## config.mk

```make
export PLATFORM = sky130hd
export DESIGN_NAME = tree_rr_dispatcher
export DESIGN_NICKNAME = d
export VERILOG_FILES = /design/src/rtl/tree_dispatch_pkg.sv /design/src/rtl/rr_next_enabled.sv /design/src/rtl/tree_rr_dispatcher.sv
export SDC_FILE = /design/constraint.sdc
export NUM_CORES = 1
export LEC_CHECK = 0
export BUFFER_PORTS_ARGS = -buffer_cell sky130_fd_sc_hd__buf_2
export CORE_MARGIN = 2
export CORE_UTILIZATION = 54
export DETAILED_ROUTE_END_ITERATION = 16
export PLACE_DENSITY = 0.81
export SETUP_SLACK_MARGIN = 0.05
export SLEW_MARGIN = 15
export SYNTH_ARGS = -nofsm -noshare
export SYNTH_HDL_FRONTEND = slang
export SYNTH_HIERARCHICAL = 1
export SYNTH_SLANG_ARGS = --single-unit
```

## constraint.sdc

```tcl
create_clock -name clk -period 7.1 [get_ports clk]
set_clock_uncertainty 0.2 [all_clocks]
set_input_delay 0.355 -clock clk [delete_from_list [all_inputs] [get_ports clk]]
set_output_delay 0.355 -clock clk [all_outputs]
set_load 0.005 [all_outputs]
```

## src/rtl/tree_dispatch_pkg.sv

```systemverilog
// Shared definitions for the tree round-robin dispatcher.
//   - state_e        : holding-register FSM states
//   - DEF_*          : default parameter values
//   - rr_wrap_inc()  : increment an index modulo n
package tree_dispatch_pkg;

   typedef enum logic {
      ST_EMPTY = 1'b0,
      ST_FULL  = 1'b1
   } state_e;

   localparam int unsigned DEF_DATA_W    = 16;
   localparam int unsigned DEF_NUM_CHILD = 5;
   localparam int unsigned DEF_CNT_W     = 16;

   // Next index after idx, wrapping n-1 -> 0.
   function automatic int unsigned rr_wrap_inc(input int unsigned idx, input int unsigned n);
      return (idx + 32'd1 >= n) ? 32'd0 : idx + 32'd1;
   endfunction

endpackage

```

## src/rtl/rr_next_enabled.sv

```systemverilog
// Combinational round-robin selector.
// Finds the first enabled child scanning i_ptr, i_ptr+1, ... with wrap at NUM_CHILD.
//   i_ptr      : starting index (must be < NUM_CHILD)
//   i_child_en : per-child enable mask
//   o_sel      : selected child index (meaningful only when o_any_en)
//   o_any_en   : at least one child enabled
module rr_next_enabled #(
   parameter int unsigned NUM_CHILD = 5,
   parameter int unsigned IDX_W     = 3
) (
   input  logic [IDX_W-1:0]     i_ptr,
   input  logic [NUM_CHILD-1:0] i_child_en,
   output logic [IDX_W-1:0]     o_sel,
   output logic                 o_any_en
);

   logic [NUM_CHILD-1:0] w_rot;
   logic [IDX_W-1:0]     w_off;
   logic                 w_found;

   // (a + b) mod NUM_CHILD for a, b < NUM_CHILD; one extra bit avoids overflow.
   function automatic logic [IDX_W-1:0] wrap_add(input logic [IDX_W-1:0] a,
                                                  input logic [IDX_W-1:0] b);
      logic [IDX_W:0] s;
      s = {1'b0, a} + {1'b0, b};
      if (s >= (IDX_W+1)'(NUM_CHILD)) s = s - (IDX_W+1)'(NUM_CHILD);
      return s[IDX_W-1:0];
   endfunction

   always_comb begin
      w_rot   = '0;
      w_off   = '0;
      w_found = 1'b0;
      // Rotate so that bit 0 corresponds to i_ptr.
      for (int i = 0; i < int'(NUM_CHILD); i++) begin
         w_rot[i] = i_child_en[wrap_add(i_ptr, IDX_W'(i))];
      end
      // Lowest set bit of the rotated mask is the offset from i_ptr.
      for (int i = 0; i < int'(NUM_CHILD); i++) begin
         if (!w_found && w_rot[i]) begin
            w_off   = IDX_W'(i);
            w_found = 1'b1;
         end
      end
   end

   // Un-rotate back to an absolute child index.
   assign o_sel    = wrap_add(i_ptr, w_off);
   assign o_any_en = |i_child_en;

endmodule

```

## src/rtl/tree_rr_dispatcher.sv

```systemverilog
// Round-robin dispatch stage: one parent valid/ready stream fanned out to
// NUM_CHILD children through a single holding register.
//   clk, rst            : clock, asynchronous active-high reset
//   in_valid/in_ready   : parent handshake, in_data payload
//   child_en            : per-child enable mask (sampled at load only)
//   out_valid/out_ready : one-hot offer to the target child and its accept
//   out_data            : held word, shared by all children
//   busy                : holding register occupied
//   dispatch_cnt        : completed child handshakes, wraps
module tree_rr_dispatcher
   import tree_dispatch_pkg::*;
#(
   parameter int unsigned DATA_W    = DEF_DATA_W,
   parameter int unsigned NUM_CHILD = DEF_NUM_CHILD,
   parameter int unsigned CNT_W     = DEF_CNT_W
) (
   input  logic                 clk,
   input  logic                 rst,
   input  logic                 in_valid,
   output logic                 in_ready,
   input  logic [DATA_W-1:0]    in_data,
   input  logic [NUM_CHILD-1:0] child_en,
   output logic [NUM_CHILD-1:0] out_valid,
   input  logic [NUM_CHILD-1:0] out_ready,
   output logic [DATA_W-1:0]    out_data,
   output logic                 busy,
   output logic [CNT_W-1:0]     dispatch_cnt
);

   localparam int unsigned IDX_W = (NUM_CHILD > 1) ? $clog2(NUM_CHILD) : 1;

   state_e             r_state, r_state_d;
   logic [DATA_W-1:0]  r_hold, r_hold_d;
   logic [IDX_W-1:0]   r_tgt, r_tgt_d;
   logic [IDX_W-1:0]   r_ptr, r_ptr_d;
   logic [CNT_W-1:0]   r_cnt, r_cnt_d;

   logic               w_out_fire;
   logic               w_load;
   logic               w_any_en;
   logic [IDX_W-1:0]   w_ptr_inc;
   logic [IDX_W-1:0]   w_ptr_scan;
   logic [IDX_W-1:0]   w_sel;

   always_comb begin
      w_out_fire = 1'b0;
      if (r_state == ST_FULL) w_out_fire = out_ready[r_tgt];
   end

   assign w_ptr_inc  = IDX_W'(rr_wrap_inc(32'(r_tgt), NUM_CHILD));
   // A reload in the fire cycle must scan from the already-advanced pointer.
   assign w_ptr_scan = w_out_fire ? w_ptr_inc : r_ptr;

   rr_next_enabled #(
      .NUM_CHILD (NUM_CHILD),
      .IDX_W     (IDX_W)
   ) u_next (
      .i_ptr      (w_ptr_scan),
      .i_child_en (child_en),
      .o_sel      (w_sel),
      .o_any_en   (w_any_en)
   );

   // Gated by rst so the parent never sees ready during reset.
   assign in_ready = !rst && w_any_en && ((r_state == ST_EMPTY) || w_out_fire);
   assign w_load   = in_valid && in_ready;

   always_comb begin
      r_state_d = r_state;
      r_hold_d  = r_hold;
      r_tgt_d   = r_tgt;
      r_ptr_d   = r_ptr;
      r_cnt_d   = r_cnt;
      if (w_out_fire) begin
         r_ptr_d   = w_ptr_inc;
         r_cnt_d   = r_cnt + 1'b1;
         r_state_d = ST_EMPTY;
      end
      if (w_load) begin
         r_hold_d  = in_data;
         r_tgt_d   = w_sel;
         r_state_d = ST_FULL;
      end
   end

   always_ff @(posedge clk or posedge rst) begin
      if (rst) begin
         r_state <= ST_EMPTY;
         r_hold  <= '0;
         r_tgt   <= '0;
         r_ptr   <= '0;
         r_cnt   <= '0;
      end else begin
         r_state <= r_state_d;
         r_hold  <= r_hold_d;
         r_tgt   <= r_tgt_d;
         r_ptr   <= r_ptr_d;
         r_cnt   <= r_cnt_d;
      end
   end

   always_comb begin
      out_valid = '0;
      if (r_state == ST_FULL) out_valid[r_tgt] = 1'b1;
   end

   assign out_data     = r_hold;
   assign busy         = (r_state == ST_FULL);
   assign dispatch_cnt = r_cnt;

endmodule

```

# After elaboration in Yosys (flattened, before gate mapping)
# Index checks and enable logic that the tools add are counted.
# totals
reg_bits,39
n_memories,0
inputBits,29
latch_bits,0
out_inout_bits,39
mem_bits_ro,0
mem_bits_rw,0
# classes
n_div,0
n_addsub,13
bitwise_logic,1
magnitude_cmp,14
muxes,34
n_reduce_logical,16
multipliers,0
n_shift,0
n_eq_ne,0
# ops
cell,count
two-way mux 3 bit,9
greater-or-equal comparator 4 x 3 -> 1 bit (second input constant),6
< comparator 3 x 4 -> 1 bit (second input constant),6
binary-select mux 1 bit (select 3 bit),6
subtractor 3 bit (second input constant),6
adder 16 x 1 -> 16 bit (second input constant),1
two-way mux 1 bit,15
adder 3 x 1 -> 4 bit (second input constant),2
adder 3 x 2 -> 4 bit (second input constant),2
logical AND 1 bit,8
logical NOT 1 bit,5
two-way mux 5 bit,1
OR reduction 5 bit,1
adder 3 x 3 -> 4 bit,1
adder 3 x 3 -> 4 bit (second input constant),1
two-way mux 2 bit,2
demux 1 bit (select 3 bit),1
greater-or-equal comparator 3 x 1 -> 1 bit (second input constant),1
greater-or-equal comparator 3 bit (second input constant),1
nonzero test 2 bit,1
logical OR 1 bit,1
NOT 1 bit,1

# Logic depth before layout (Yosys ltp)
# Gate-level depths: netlist of run 1.
# logic_depth
depth_word,24
ltp_mapped,27
depth_no_buf,24

# Hierarchy
# The synthesis of run 1 kept the hierarchy.
# by_module_without_submodules
mod,area_per_inst_um2,seq_area_each_um2,cells_per_inst,instances
tree_rr_dispatcher,1845.5,975.9,156,1
rr_next_enabled,859.6,0.0,108,1

# Worst setup path after synthesis of run 1
# Ideal clock, no wire load.
# synth_timing
kind,register to register
start,register r_tgt[1]
end,register r_tgt[2]
path_slack_ps,863
stages_incl_launch_ff,24
required_ps,6779
t_arrival_ps,5916
synth_period_minus_slack_ps,6237
setup_ps,121
path_cell_list,dfrtp_1 > nand2b_1 > a21oi_1 > a21oi_1 > buf_2 > o21ai_0 > inv_1 > ha_1 > and3b_1 > o31ai_2 > xnor2_1 > mux2_4 > o32ai_2 > a2bb2oi_1 > ha_1 > inv_1 > fa_1 > ha_1 > nand2b_1 > a221o_1 > a221o_1 > nor2b_1 > xnor2_1 > o22a_1
# synth_via
elab_chain_len,24
# synth_rtl
element,line,source
from (decl),tree_rr_dispatcher.sv:34,"logic [IDX_W-1:0] r_tgt, r_tgt_d;"
from (signal assigned),tree_rr_dispatcher.sv:96,r_tgt <= r_tgt_d;
adder 3 x 1 -> 4 bit or binary-select mux 1 bit (select 3 bit) (tied branches),"tree_dispatch_pkg.sv:18, tree_rr_dispatcher.sv:47",
greater-or-equal comparator 4 x 3 -> 1 bit or two-way mux 1 bit (tied branches),"tree_dispatch_pkg.sv:18, tree_rr_dispatcher.sv:47",
two-way mux 3 bit or two-way mux 1 bit (tied branches),"tree_dispatch_pkg.sv:18, tree_rr_dispatcher.sv:47",
two-way mux 3 bit *,n/a,
"parallel branches: the longest is 17 deep, another holds adder 3 x 1 -> 4 bit",n/a,
adder 3 x 3 -> 4 bit *,rr_next_enabled.sv:25,"s = {1'b0, a} + {1'b0, b};"
greater-or-equal comparator 4 x 3 -> 1 bit or subtractor 3 bit (tied branches),rr_next_enabled.sv:26,if (s >= (IDX_W+1)'(NUM_CHILD)) s = s - (IDX_W+1)'(NUM_CHILD);
two-way mux 3 bit *,rr_next_enabled.sv:26,
net w_sel[2],tree_rr_dispatcher.sv:43,logic [IDX_W-1:0] w_sel;
# Mark *: on every way through the listed nets, which the timed path passes. The select of a mux whose other input is x is not followed.
# A chain may end at the register's enable or synchronous reset.

# Worst setup path after layout of run 1
# layout_timing
start,register r_tgt[2]
end,register r_tgt[2]
# The elaborated chain is that of the path after synthesis.

==> results of run 1 <==
critical path: stages (launching register included):
cell and delay, ns:
dfrtp_1 0.61, mux2i_1 0.27, nand2_1 0.15, a21oi_2 0.50, nand2_1 0.10, o21ai_0 0.09
buf_4 0.23, inv_1 0.13, ha_1 0.52, inv_1 0.12, xnor2_1 0.38, mux2_4 0.34
o32ai_2 0.21, a2bb2oi_1 0.22, ha_1 0.19, inv_1 0.05, fa_1 0.48, ha_1 0.21
nand2b_1 0.15, a221o_1 0.33, a221o_1 0.40, nor2b_1 0.16, xnor2_1 0.12, o22a_1 0.16
final cells by class:
class,instances,share of cell area
flip-flops and latches,39,0.3045
inverters,15,0.01756
clock buffers,6,0.02264
repair buffers,73,0.1194
well taps,67,0.02615
clock inverters,2,0.003903
multi-input cells,203,0.5059
cell usage in the layout (no fill, tap or decap), types with 2 or more instances in the layout:
cell type  instances
buf_2             67
fa_1               2
xnor2_1            7
nand2b_1           6
o31ai_2            2
and3_1             2
nand3_1            9
inv_1             15
clkbuf_8           5
dfrtp_1           39
mux2_2            10
nor3b_1            2
or3_1              2
o221ai_1           2
mux2_4             9
a21oi_2            2
xor2_1            13
nand3b_1           2
nand2_1           13
nor3_1            13
ha_1              16
o22a_1             3
a21oi_1           11
nor4_1             2
nand4_1            5
buf_4              5
a221o_1            2
mux4_2             3
a31oi_1            2
nor2b_1            5
or3b_2             2
nor2_1            18
o21ai_0           11
mux2i_1           11
through the flow:
stage / cells / cell area (um2) / worst slack, ns / hold WS (ns) / utilization
after floorplan: 264 / 2705 / 0.8626 / 0.2647 / -
after global placement: 396 / 3107 / 0.5628 / 0.2533 / 0.6492
after detailed placement: 396 / 3107 / 0.4324 / 0.2624 / 0.6492
after CTS: 405 / 3202 / 0.4180 / 0.08079 / 0.6690
after global routing: 405 / 3206 / 0.09930 / 0.08486 / 0.6698
final: 405 / 3206 / 0.6545 / 0.08415 / 0.6698
logic make-up (layout without fill, tap and decap cells):
group,count (synthesis),count (layout),share of synthesized area
flops,39,39,0.3608
compound gates,44,44,0.1119
fa+ha+maj,18,18,0.08881
mux,33,33,0.1573
simple gates,88,88,0.1753
buf+inv,22,96,0.04116
xor+xnor,20,20,0.06476
registers in the layout, summed over array words and instances (netlist names):
register / count
r_ptr: 3
dispatch_cnt: 16
busy: 1
out_data: 16
r_tgt: 3
worst max-delay path by stage:
stage,startpoint,endpoint,slack [ns],depth (start not counted)
after floorplan,r_tgt[1],r_tgt[2],0.86,23
after global placement,r_tgt[2],r_tgt[2],0.56,23
after detailed placement,r_tgt[2],r_tgt[2],0.43,23
after CTS,r_tgt[2],r_tgt[2],0.42,23
after global routing,r_tgt[2],r_tgt[2],0.1,23
final,r_tgt[2],r_tgt[2],0.65,23
metal layers:
layer / vias to the layer above / share of wire / global-route usage
met5: - / 0 / 0
met4: 0 / 0.016 / 0.07143
li1: 1094 / - / -
met2: 50 / 0.50 / 0.3736
met3: 9 / 0.038 / 0.04150
met1: 1096 / 0.45 / 0.3089
what timing repair did:
action                                  CTS  global route
resized for setup                         0             1
hold endpoints to repair                 39             0
setup buffers                             0             0
hold buffers                              1             0
endpoints found under the setup margin    0             3
==> impl_metrics.yaml, run 1 <==
yosys:
  synth_cell_types: 51
  netlist_top_cells_area: "dfrtp_1 (36%), ha_1 (7.4%), mux2_4 (5.0%), xor2_1 (4.2%), mux2_2 (4.2%)"
  ys_seq_area_frac: 0.3608
  netlist_area_um2: 2705
  synth.largest_area_cell: "dfrtp_1"
  syn_inst: 264
  synth_seq_cells: 39
  yosysMostFrequentCell: "dfrtp_1"
  synth_warnings: 6
  async_flop_share: 1.000
  synth_commonest_cells: "dfrtp_1 (39), nor2_1 (18), ha_1 (16)"
  syn_area_per_cell_um2: 10.25
  synth_nets: 311
  yosys_most_used_dff: "dfrtp_1"
  synth_edf_count: 0
  synth_top_area_frac: 0.3608
grt:
  grt_pass1_wl_um: 9804
  grt_pass1_vias: 2120
  gr-usage-all-layers: 0.2281
  overflow: 0
  grt_max_degree: 41
  antenna_found_initial: 0
flow_run:
  cap_viol_max_count: 0
sta:
  max_slew.worst_pin.slew_ns: 0.7033
  rsz0062_at_grt: "false"
  relSlewSlack: 0.5262
  max_freq_mhz: 155.1
  fin_crit_sh: 0.9078
  finalSetupTns_ns: 0
  setup_violations: 0
  slew_violations: 0
  min_period_ns: 6.445
  hold_viol: 0
worst_hold_path:
  hold_end: "out_data[2]"
  holdCritPathClass: "input pin to register"
  hold_depth: 2
  hp-start: "in_data[2]"
drt:
  detail-route-antenna-nets: 0
  vias_per_cell: 5.553
  drt-initial-drc-count: 92
  wl_um: 5944
  vias: 2249
  drc_errors: 0
  avgRoutedWirePerCell_um: 14.68
  dr.pass1.iters: 4
final_layout:
  drive_gt1_frac: 0.3284
  antenna_cells: 0
  regArea_um2: 975.9
  multi_input_area_um2: 1622
  nets: 384
  fill_cells: 409
  area_delta_synth_final_pct: 18.50
setup_path:
  start_kind: "register"
  cp.required_ns: 7.08
  crit_fanout: 14
  path_class: "register to register"
  r2r-start: "r_tgt[2]"
  r2r-end: "r_tgt[2]"
  end_kind: "register"
  reg2reg_slack_ns: 0.65
  worstRegToRegCells: 23
  cp.arrival_ns: 6.43
floorplanning:
  coreArea_um2: 4786
  ios: 68
  die_w_um: 74.78
  die-area_um2: 5591
  num_rows: 25
  die-height_um: 74.78
  initial_core_util: 0.5652
clock_network:
  cts_buffer_depth: 2
  cts_max_level: 2
  clock_sinks: 39
  cts_root_buf: "clkbuf_8"
  insertion_delay_ns: 0.30
  numCtsBuffers: 5
  path_clk_slew_ns: 0.08
  cts_tree: "yes"
run_status:
  status: "finished, final reports clean"
placed_design:
  place.gp.congestion: 0.9115
  hpwl_um: 4577
  numPortBuffers: 67
Power of run 1 is left out: the tool's default activity adds up to more than one toggle a clock period on the data nets, which glitch-free logic cannot reach.
==> run 2, diff against run 1 <==
--- a/config.mk
+++ b/config.mk
@@ -6,6 +6,7 @@
 export NUM_CORES = 1
 export LEC_CHECK = 0
 export BUFFER_PORTS_ARGS = -buffer_cell sky130_fd_sc_hd__buf_2
+export CORE_ASPECT_RATIO = 1.2
 export CORE_MARGIN = 2
 export CORE_UTILIZATION = 54
 export DETAILED_ROUTE_END_ITERATION = 16
==> impl_metrics.yaml, run 2 (same netlist as run 1, synthesis figures left out) <==
setup_path:
  crit_fanout: 21
  crit_family: "compound AO/OA/AOI/OAI gates"
  crit_chain: "mux2i_1, nand2_1, a21oi_1, buf_4, nand2_1, o21ai_1, inv_1, ha_1, inv_1, mux2i_1, mux2i_1, o21ai_0, and2_1, or3_1, fa_1, ha_1, nand2b_1, a221o_1, a221o_1, nor2b_1, xnor2_1, o22a_1"
  start_kind: "register"
  slowest_stage: "dfrtp_1"
  end_kind: "register"
  cp_slowest_stage_delay_ns: 0.61
  cp.arrival_ns: 6.51
  path_class: "register to register"
  cp.required_ns: 7.08
  crit_buf_inv: 3
  cp_common_cell: "mux2i_1"
grt:
  overflow: 0
  grt_pass1_wl_um: 9135
  grt_pass1_vias: 2082
  grt_max_degree: 40
  antenna_found_initial: 0
  gr-usage-all-layers: 0.2145
final_layout:
  drive_gt1_frac: 0.3234
  area_delta_synth_final_pct: 17.53
  nets: 383
  utilization: 0.6529
  layout_commonest_cell: "buf_2"
  antenna_cells: 0
  final_cell_count_no_fill: 397
  layout_common_cells: "buf_2 (67), dfrtp_1 (39), nor2_1 (18)"
  fill_cells: 386
sta:
  relSlewSlack: 0.5880
  finalSetupTns_ns: 0
  min_period_ns: 6.532
  rsz0062_at_grt: "false"
  max_freq_mhz: 153.1
  fin_crit_sh: 0.9200
  worst_hold_slack_ns: 0.002390
  setup_violations: 0
  hold_viol: 0
  max_slew.worst_pin.slew_ns: 0.6139
  slew_violations: 0
clock_network:
  path_clk_slew_ns: 0.07
  cts_buffer_depth: 2
  cts_tree: "yes"
  clock_sinks: 39
  insertion_delay_ns: 0.29
  numCtsBuffers: 5
  cts_max_level: 2
  postCtsHoldBufs: 0
  cts_root_buf: "clkbuf_8"
flow_run:
  cap_viol_max_count: 0
drt:
  avgRoutedWirePerCell_um: 14.91
  drc_errors: 0
  vias: 2290
  dr.pass1.iters: 4
  wl_um: 5918
  drt-initial-drc-count: 175
  detail-route-antenna-nets: 0
  vias_per_cell: 5.768
placed_design:
  dp_cells: 389
  numPortBuffers: 67
  place.gp.congestion: 1.050
  hpwl_um: 4575
floorplanning:
  coreArea_um2: 4870
  initial_core_util: 0.5555
  die-area_um2: 5594
  num_rows: 28
  die_w_um: 68.61
  ios: 68
  die-height_um: 81.53
run_status:
  status: "finished, final reports clean"
worst_hold_path:
  holdCritPathClass: "input pin to asynchronous set/reset pin"
## run 2: stage by stage
step / cell area [um2] / setup slack, ns
after floorplan: 2705 / 0.8626
after global placement: 3098 / 0.6255
after detailed placement: 3098 / 0.4994
after CTS: 3179 / 0.5042
after global routing: 3179 / 0.1076
final: 3179 / 0.5678
## run 2: final cells by class
cell class	count	area, um2	area share
multi-input combinational	203	1618	0.5089
sequential	39	975.9	0.3070
timing repair buffer	72	372.9	0.1173
clock buffer	7	76.32	0.02401
inverter	15	56.30	0.01771
tap	60	75.07	0.02361
clock inverter	1	5.005	0.001574
## run 2: path summary, 6_finish.rpt
| kind | cells after the start | to | from | slack, ns |
|---|---|---|---|---|
| min reg2reg | 1 | dispatch_cnt[15] | dispatch_cnt[15] | 0.27 |
| min in group clk | 2 | out_data[4] | in_data[4] | 0.09 |
| min | 3 | out_data[5] | rst | 0.002 |
| max in group asynchronous | 3 | dispatch_cnt[5] | rst | 6.35 |
| max | 22 | r_tgt[2] | r_tgt[2] | 0.57 |
| max reg2reg | 22 | r_tgt[2] | r_tgt[2] | 0.57 |
## run 2: what timing repair did
action	in CTS	in global routing
endpoints found under the setup margin	0	3
buffers inserted	0	0
resized for setup	0	1
## run 2: tightest hold or removal path, cell delays in order
cell and delay [ns]:
buf_2 0.10, inv_1 0.06, buf_4 0.41
## run 2: metal layers
layer  track usage  vias up  routed length (um)
met5             0        -                   0
met4       0.09600        0                 161
met3       0.03836       16                 396
met2        0.3625       91                2931
met1        0.2622     1091                2428
li1              -     1092                   -
Power of run 2 is left out for the same reason.
==> run 3, diff against run 2 <==
--- a/config.mk
+++ b/config.mk
@@ -5,11 +5,13 @@
 export SDC_FILE = /design/constraint.sdc
 export NUM_CORES = 1
 export LEC_CHECK = 0
-export BUFFER_PORTS_ARGS = -buffer_cell sky130_fd_sc_hd__buf_2
+export BUFFER_PORTS_ARGS = -buffer_cell sky130_fd_sc_hd__buf_4
+export CAP_MARGIN = 20
 export CORE_ASPECT_RATIO = 1.2
 export CORE_MARGIN = 2
 export CORE_UTILIZATION = 54
 export DETAILED_ROUTE_END_ITERATION = 16
+export GPL_TIMING_DRIVEN = 0
 export PLACE_DENSITY = 0.81
 export SETUP_SLACK_MARGIN = 0.05
 export SLEW_MARGIN = 15
==> impl_metrics.yaml, run 3 (same netlist as run 1, synthesis figures left out) <==
run_status:
  status: "finished, final reports clean"
final_layout:
  area_delta_synth_final_pct: 27.66
  layout_common_cells: "buf_4 (68), dfrtp_1 (39), nor2_1 (18)"
  fill_cells: 357
  antenna_cells: 0
  final_cell_count_no_fill: 402
  nets: 388
  layout_commonest_cell: "buf_4"
  drive_gt1_frac: 0.3333
clock_network:
  insertion_delay_ns: 0.29
  cts_tree: "yes"
  numCtsBuffers: 5
  clock_sinks: 39
  path_clk_slew_ns: 0.07
  cts_buffer_depth: 2
  cts_root_buf: "clkbuf_8"
  cts_max_level: 2
placed_design:
  hpwl_um: 4654
  dp_slack_ns: 0.5230
  dp_cells: 393
  place.gp.congestion: 0.9465
  numPortBuffers: 67
setup_path:
  reg2reg_slack_ns: 0.59
  end_kind: "register"
  r2r-end: "r_tgt[2]"
  cp.arrival_ns: 6.49
  crit_fanout: 10
  path_class: "register to register"
  worstRegToRegCells: 26
  r2r-start: "r_tgt[0]"
  start_kind: "register"
  cp.required_ns: 7.08
sta:
  max_slew.worst_pin.slew_ns: 0.9096
  min_period_ns: 6.507
  hold_viol: 0
  rsz0062_at_grt: "false"
  slew_violations: 0
  setup_violations: 0
  relSlewSlack: 0.3895
  max_freq_mhz: 153.7
  fin_crit_sh: 0.9164
  fin_ws_ns: 0.5933
worst_hold_path:
  holdCritPathClass: "input pin to register"
  hold_depth: 2
  hp-start: "in_data[1]"
  hold_end: "out_data[1]"
grt:
  grt_max_degree: 39
  antenna_found_initial: 0
  grt_pass1_wl_um: 9873
  overflow: 0
  gr-usage-all-layers: 0.2306
  grt_pass1_vias: 2186
drt:
  vias_per_cell: 5.682
  wl_um: 6172
  drc_errors: 0
  vias: 2284
  avgRoutedWirePerCell_um: 15.35
  dr.pass1.iters: 4
  detail-route-antenna-nets: 0
  drt-initial-drc-count: 211
floorplanning:
  initial_core_util: 0.5555
  die-height_um: 81.53
  num_rows: 28
  ios: 68
  die_w_um: 68.61
  coreArea_um2: 4870
  die-area_um2: 5594
flow_run:
  cap_viol_max_count: 0
[run 3: through the flow]
step                setup TNS [ns]  utilization  hold slack (ns)  area (um2)
CTS                              0       0.7091          0.08482        3453
finish                           0       0.7091          0.09291        3453
global placement           -0.2406       0.6742           0.2673        3283
global route                     0       0.7091          0.09269        3453
detailed placement               0       0.6799          0.03661        3311
floorplan                        0            -           0.2647        2705
[run 3: cell type report]
class	instances	area, um2	share of cell area
flip-flops and latches	39	975.9	0.2826
well taps	60	75.07	0.02174
clock buffers	6	72.57	0.02101
multi-input cells	203	1618	0.4685
plain buffers	7	55.05	0.01594
clock inverters	2	60.06	0.01739
inverters	15	56.30	0.01630
repair buffers	70	540.5	0.1565
[run 3: metal layers]
| metal | vias to the layer above | routed length [um] | global-route usage |
|---|---|---|---|
| met5 | - | 0 | 0 |
| li1 | 1102 | - | - |
| met1 | 1065 | 2452 | 0.2906 |
| met3 | 13 | 461 | 0.03014 |
| met2 | 104 | 3138 | 0.3952 |
| met4 | 0 | 119 | 0.08800 |
[run 3: what timing repair did]
action                                  4_1_cts  5_1_grt
setup buffers                                 0        0
endpoints found under the setup margin        0        1
hold endpoints to repair                     39        0
gates resized for setup                       0        1
hold buffers                                  1        0
[run 3: how the worst max path moves through the flow]
stage             start  endpoint  slack, ns  depth (start not counted)
2_1_floorplan  r_tgt[1]  r_tgt[2]       0.86                         23
3_3_place_gp   r_tgt[1]  r_tgt[2]      -0.10                         23
3_5_place_dp   r_tgt[0]  r_tgt[2]       0.52                         26
4_1_cts        r_tgt[1]  r_tgt[2]       0.51                         24
5_1_grt        r_tgt[0]  r_tgt[2]       0.09                         26
6_report       r_tgt[0]  r_tgt[2]       0.59                         26
[run 3: critical path: stages (launching register included)]
cell and delay, ns:
dfrtp_1 0.37, buf_6 0.14, mux2i_1 0.27, nor2_1 0.08, a21oi_1 0.28, buf_2 0.28, nand2_1 0.07, o21ai_1 0.24
buf_2 0.32, inv_1 0.15, ha_1 0.30, buf_2 0.22, inv_1 0.11, xnor2_1 0.29, mux2_4 0.34, o32ai_2 0.23
a2bb2oi_1 0.22, ha_1 0.20, inv_1 0.06, fa_1 0.48, ha_1 0.22, nand2b_1 0.16, a221o_1 0.32, a221o_1 0.40
nor2b_1 0.16, xnor2_1 0.12, o22a_1 0.16
Power of run 3 is left out for the same reason.
